==> src/rtl/pipe_pkg.sv <==
// Shared types for the EXE->MWB stage boundary of the three-stage core.
// The payload and control bundles are packed so the generic stage register
// can carry them as flat vectors; widths are derived from the structs.
package pipe_pkg;

    // Control bundle forwarded from EXE to MWB.
    typedef struct packed {
        logic       reg_we;    // register file write enable
        logic [1:0] dmem_sel;  // data memory access select
        logic [2:0] load_sel;  // load width / sign select
        logic [1:0] wb_sel;    // write-back source select
    } exe_mwb_ctrl_t;

    // Payload forwarded from EXE to MWB.
    typedef struct packed {
        logic [31:0] instr;
        logic [31:0] alu_result;
        logic [31:0] imm;
        logic [31:0] pc;
    } exe_mwb_data_t;

    localparam int EXE_MWB_CTRL_W = $bits(exe_mwb_ctrl_t);
    localparam int EXE_MWB_DATA_W = $bits(exe_mwb_data_t);

    // Control value carried by a bubble: no side effects downstream.
    localparam logic [EXE_MWB_CTRL_W-1:0] CTRL_NOP = '0;

endpackage

==> src/rtl/pipe_stage_skid.sv <==
// Parametrised pipeline stage register with a two-entry skid buffer.
// The main entry drives the outputs; the skid entry catches the one extra
// beat that upstream may launch while in_ready is still high during a stall.
//
// Handshake: a beat transfers on a rising edge where valid and ready are both
// high (in_fire on the input side, out_fire on the output side). Valid and
// the payload stay stable until accepted. in_ready is a flop, so ready never
// depends combinationally on out_ready. flush discards everything regardless
// of the handshake; rst has priority over flush.
module pipe_stage_skid
    import pipe_pkg::*;
#(
    parameter int                DATA_W   = 128,
    parameter int                CTRL_W   = 8,
    parameter logic [DATA_W-1:0] RST_DATA = '0,
    parameter int                CNT_W    = 16
) (
    input  logic              clk,
    input  logic              rst,
    input  logic              flush,
    input  logic              in_valid,
    output logic              in_ready,
    input  logic [DATA_W-1:0] in_data,
    input  logic [CTRL_W-1:0] in_ctrl,
    output logic              out_valid,
    input  logic              out_ready,
    output logic [DATA_W-1:0] out_data,
    output logic [CTRL_W-1:0] out_ctrl,
    output logic [CNT_W-1:0]  bubble_cnt
);

    // Bubble control value widened/narrowed to this instance's ctrl width.
    localparam logic [CTRL_W-1:0] CTRL_BUBBLE = CTRL_W'(CTRL_NOP);

    logic              main_valid_q, main_valid_d;
    logic [DATA_W-1:0] main_data_q,  main_data_d;
    logic [CTRL_W-1:0] main_ctrl_q,  main_ctrl_d;
    logic              skid_valid_q, skid_valid_d;
    logic [DATA_W-1:0] skid_data_q,  skid_data_d;
    logic [CTRL_W-1:0] skid_ctrl_q,  skid_ctrl_d;
    logic              in_ready_q,   in_ready_d;
    logic [CNT_W-1:0]  bubble_cnt_q, bubble_cnt_d;
    logic              in_fire;
    logic              out_fire;

    // Next-state of main/skid entries: flush, then advance/refill, then skid capture.
    always_comb begin
        in_fire      = in_valid && in_ready_q;
        out_fire     = main_valid_q && out_ready;
        main_valid_d = main_valid_q;
        main_data_d  = main_data_q;
        main_ctrl_d  = main_ctrl_q;
        skid_valid_d = skid_valid_q;
        skid_data_d  = skid_data_q;
        skid_ctrl_d  = skid_ctrl_q;

        if (flush) begin
            main_valid_d = 1'b0;
            main_data_d  = RST_DATA;
            main_ctrl_d  = CTRL_BUBBLE;
            skid_valid_d = 1'b0;
        end else if (!main_valid_q || out_fire) begin
            // Main is free this cycle: oldest held entry moves up first.
            if (skid_valid_q) begin
                main_valid_d = 1'b1;
                main_data_d  = skid_data_q;
                main_ctrl_d  = skid_ctrl_q;
                skid_valid_d = in_fire;
                if (in_fire) begin
                    skid_data_d = in_data;
                    skid_ctrl_d = in_ctrl;
                end
            end else if (in_fire) begin
                main_valid_d = 1'b1;
                main_data_d  = in_data;
                main_ctrl_d  = in_ctrl;
            end else begin
                // Data is left as-is; ctrl must read as a bubble.
                main_valid_d = 1'b0;
                main_ctrl_d  = CTRL_BUBBLE;
            end
        end else if (in_fire) begin
            // Main stalled and full: the beat already in flight lands in skid.
            skid_valid_d = 1'b1;
            skid_data_d  = in_data;
            skid_ctrl_d  = in_ctrl;
        end

        in_ready_d = !skid_valid_d;
    end

    // Saturating count of cycles where downstream was ready but got no entry.
    always_comb begin
        bubble_cnt_d = bubble_cnt_q;
        if (out_ready && !main_valid_q && (bubble_cnt_q != {CNT_W{1'b1}})) begin
            bubble_cnt_d = bubble_cnt_q + CNT_W'(1);
        end
    end

    // Entry registers and registered in_ready.
    always_ff @(posedge clk) begin
        if (rst) begin
            main_valid_q <= 1'b0;
            main_data_q  <= RST_DATA;
            main_ctrl_q  <= CTRL_BUBBLE;
            skid_valid_q <= 1'b0;
            skid_data_q  <= '0;
            skid_ctrl_q  <= '0;
            in_ready_q   <= 1'b1;
        end else begin
            main_valid_q <= main_valid_d;
            main_data_q  <= main_data_d;
            main_ctrl_q  <= main_ctrl_d;
            skid_valid_q <= skid_valid_d;
            skid_data_q  <= skid_data_d;
            skid_ctrl_q  <= skid_ctrl_d;
            in_ready_q   <= in_ready_d;
        end
    end

    // Bubble counter register; only rst clears it, flush leaves it alone.
    always_ff @(posedge clk) begin
        if (rst) begin
            bubble_cnt_q <= '0;
        end else begin
            bubble_cnt_q <= bubble_cnt_d;
        end
    end

    assign in_ready   = in_ready_q;
    assign out_valid  = main_valid_q;
    assign out_data   = main_data_q;
    assign out_ctrl   = main_ctrl_q;
    assign bubble_cnt = bubble_cnt_q;

endmodule

==> config.mk <==
export PLATFORM = sky130hd
export DESIGN_NAME = pipe_stage_skid
export DESIGN_NICKNAME = d
export VERILOG_FILES = /design/src/rtl/pipe_pkg.sv /design/src/rtl/pipe_stage_skid.sv
export SDC_FILE = /design/constraint.sdc
export NUM_CORES = 1
export LEC_CHECK = 0
export CORE_ASPECT_RATIO = 0.9
export CORE_MARGIN = 2
export CORE_UTILIZATION = 35
export CTS_CLUSTER_SIZE = 12
export DETAILED_ROUTE_END_ITERATION = 8
export RECOVER_POWER = 50
export SLEW_MARGIN = 10
export SYNTH_ARGS = -nofsm -noshare
export SYNTH_HDL_FRONTEND = slang
export SYNTH_SLANG_ARGS = --single-unit
==> constraint.sdc <==
create_clock -name clk -period 2.4 [get_ports clk]
set_clock_uncertainty 0.15 [all_clocks]
set_input_delay 0.48 -clock clk [delete_from_list [all_inputs] [get_ports clk]]
set_output_delay 0.48 -clock clk [all_outputs]
set_load 0.005 [all_outputs]
==> results.md <==
| Metric | Value | Unit |
| --- | --- | --- |
| Slew at the pin closest to its max-slew limit | 0.756 | ns |
| Seq. cell area | 5830 | µm² |
| Number of design-rule violations left by the first detailed-router iteration | 462 | - |
| HPWL Detailed | 21900 | µm |
| Fraction of final layout cells sized beyond drive strength 1 | 6.58 | % |
| Filler cell count | 3111 | - |
| Max Buffers Root-to-Sink | 3 | - |
| Average wire per standard cell | 16.2 | µm |
| Cell with the biggest individual delay on the critical path | clkdlybuf4s50_1 | - |
| Commonest cells after routing, fill and taps aside | clkdlybuf4s50_1, dfxtp_1, nand2_1 | - |
| CTS H-tree lvls | 1 | - |
| Critical Path, Cell by Cell | clkdlybuf4s50_1 | - |
| Routed Antenna Nets | 0 | - |
| Max-capacitance violation count | 0 | - |
| Horizontal extent of the die | 195 | µm |
| Final hold viol count | 0 | - |
| Source-to-sink clock delay at the later pin of the worst-skew pair | 0.57 | ns |
| Startpoint Class | register | - |
| Antenna violations before repair | 1 | - |
| Clock tree from TritonCTS | done | - |
| Count of buffers added by post-CTS timing repair for setup | 0 | - |
| Initial core utilization | 35.3 | % |
| Metal2 WL | 14300 | µm |
| Peak per-stage delay on the critical path | 0.57 | ns |
| Clock-pin slew on the worst setup and hold paths | 0.06 | ns |
| Max Clock Freq | 443 | MHz |
| Post-Layout Inst Area | 16000 | µm² |
| Post-CTS Resized | 0 | - |
| Placed cell areas | 15200 | µm² |
| Multi-input gate area | 5180 | µm² |
| Overall power after layout | 10.7 | mW |
| Critical path capture point type | output port | - |
| Die height | 176 | µm |
| Final weighted congestion in routability-driven placement | 0.777 | - |
| Launch instance of the worst min-delay path | rst | - |
| Die area | 34400 | µm² |
| Total number of yosys warnings | 0 | - |
| Startpoint of the worst-slack reg-to-reg timing path | skid_valid_q$_SDFF_PP0_ | - |
| Most common cell after layout, fill and taps aside | clkdlybuf4s50_1 | - |
| Number of distinct library cells after synthesis | 45 | - |
| Netlist area before placement | 11500 | µm² |
| Routed length on met3 | 2040 | µm |
| Period utilization | 94.1 | % |
| Pin count of the biggest net entering global routing | 123 | - |
| Synthesized Nets | 1448 | - |
| Wire length on met1 | 15700 | µm |
| Via count of the first global-routing pass | 9582 | - |
| Peak ir drop on the vdd network | 0.525 | mV |
| Area inside the core boundary | 32700 | µm² |
| Reg2Reg Depth | 4 | - |
| Count of final setup violators | 0 | - |
| Clock net sink count | 291 | - |
| Hold buffers post-CTS | 0 | - |
| Via total after detailed routing | 9992 | - |
| Total wire length after detailed routing | 32800 | µm |
| CP max FO | 6 | - |
| Final number of max-transition violations | 0 | - |
| Setup repair after global routing missed its margin | false | - |
| Hold-critical path depth | 2 | - |
| Global-route wire length before repair | 51600 | µm |
| Synth Instances | 1306 | - |
| Number of remaining DRC errors | 0 | - |
| Master cell of the clock root buffer | clkbuf_16 | - |
| Data arrival time of the worst path | 1.63 | ns |
| Crit Path Category | register to output port | - |
| Status | complete, no violations | - |
| Tightest Hold Check Type | primary input to register | - |
| Power per cell area | 666 | nW/µm² |
| Worst max-slew margin expressed relative to the limit | 49.6 | % |
| Leakage Power | 5.39 | nW |
| Synth Register Bits | 291 | - |
| Number of buffer cells added on primary ports | 294 | - |
| Seq/Total Area, Yosys | 50.5 | % |
| Buffers plus inverters on the worst setup path | 1 | - |
| Boundary pin count | 295 | - |
| Top_reg_cell synth | dfxtp_1 | - |
| Number of rows in the core area | 63 | - |
| Overflow left after global routing | 0 | - |
| Tot GR Track Use | 18.4 | % |
| Via density per instance | 4.95 | - |
| Critical path depth in cells | 1 | - |
| Final nets | 1716 | - |
| Utilization of the core after routing | 49.0 | % |
| Synth-to-Final Area Change | 38.9 | % |
| Required time at the endpoint of the critical path | 1.77 | ns |
| Minimum period implied by the final worst setup slack | 2.26 | ns |
| Uppermost routed layer | met4 | - |
| Launch point of the critical path | bubble_cnt[8]$_SDFFE_PP0P_ | - |
| Number of synthesized flops with an enable pin | 0 | - |
| Top Family by Delay on Critical Path | buffers and inverters | - |
| Proportion of register bits with asynchronous set or reset after synthesis | 0 | % |
| Smallest setup slack after layout | 0.140 | ns |
| Mean post-synth cell area | 8.84 | µm² |
| First-pass DRT Iterations | 5 | - |
| Pre-CTS WS | -0.0546 | ns |
| Clock buffer count from CTS | 31 | - |
[sequential cells by signal (all words and copies together) (netlist names)]
register	count
out_data	128
skid_data_q	128
bubble_cnt	16
out_ctrl	8
skid_ctrl_q	8
in_ready	1
out_valid	1
skid_valid_q	1
[routing by layer]
layer	up-vias	global-route usage, %
li1	5060	-
met1	4647	25.6
met2	239	28.7
met3	46	4.55
met4	0	4.39
met5	-	0
[worst paths after layout]
path,endpoint,slack (ns)
worst max register to register,out_data[21]$_SDFFE_PP0P_,0.22
worst min register to register,skid_data_q[27]$_SDFFE_PP0P_,0.30
worst max-delay path,bubble_cnt[8],0.14
worst min-delay path,bubble_cnt[11]$_SDFFE_PP0P_,0.07
[cell usage after synthesis, drive strengths merged (4+ instances only)]
cell type    n  area (µm²)
dfxtp      291        5830
nand2      278        1040
a21oi      146         731
nor2       142         533
a211oi     130         976
mux2i      129        1290
buf         60         305
clkbuf      48         180
mux2         9         105
a22oi        8        60.1
o21ai        7        35.0
nand4        6        52.6
or3          6        37.5
nand3        5        37.5
inv          4        15.0
or4          4        30.0
[layout make-up]
type / count / share of cell area, %
diodes: 1 / 0.0156
clock buffers: 46 / 5.56
clock inverters: 8 / 0.406
inverters: 4 / 0.0936
multi-input cells: 903 / 32.3
flip-flops and latches: 291 / 36.4
well taps: 422 / 3.29
repair buffers: 343 / 21.9
[metrics by stage]
step | hold slack [ns] | setup TNS (ns) | instances
3_3_place_gp | 0.290 | 0 | 1963
4_1_cts | 0.0372 | 0 | 2017
2_1_floorplan | 0.283 | 0 | 1306
6_report | 0.0701 | 0 | 2018
3_5_place_dp | 0.296 | -1.22 | 1963
5_1_grt | 0.0636 | 0 | 2017
[kinds of logic after synthesis]
group	count (synthesis)	synth area share (%)
buffers and inverters	112	4.34
AOI/OAI and AO/OA	300	16.3
muxes	138	12.1
xor gates and xnor gates	1	0.0759
DFF	291	50.5
and+or+nand+nor	462	16.5
adders and majority gates	2	0.195
[power by group]
group,leakage (nW),switching (mW),internal [mW]
Sequential,2.36,0.0801,4.96
Combinational,2.55,0.479,0.588
Clock,0.477,1.92,2.65
Power figures use the tool's default switching activity.
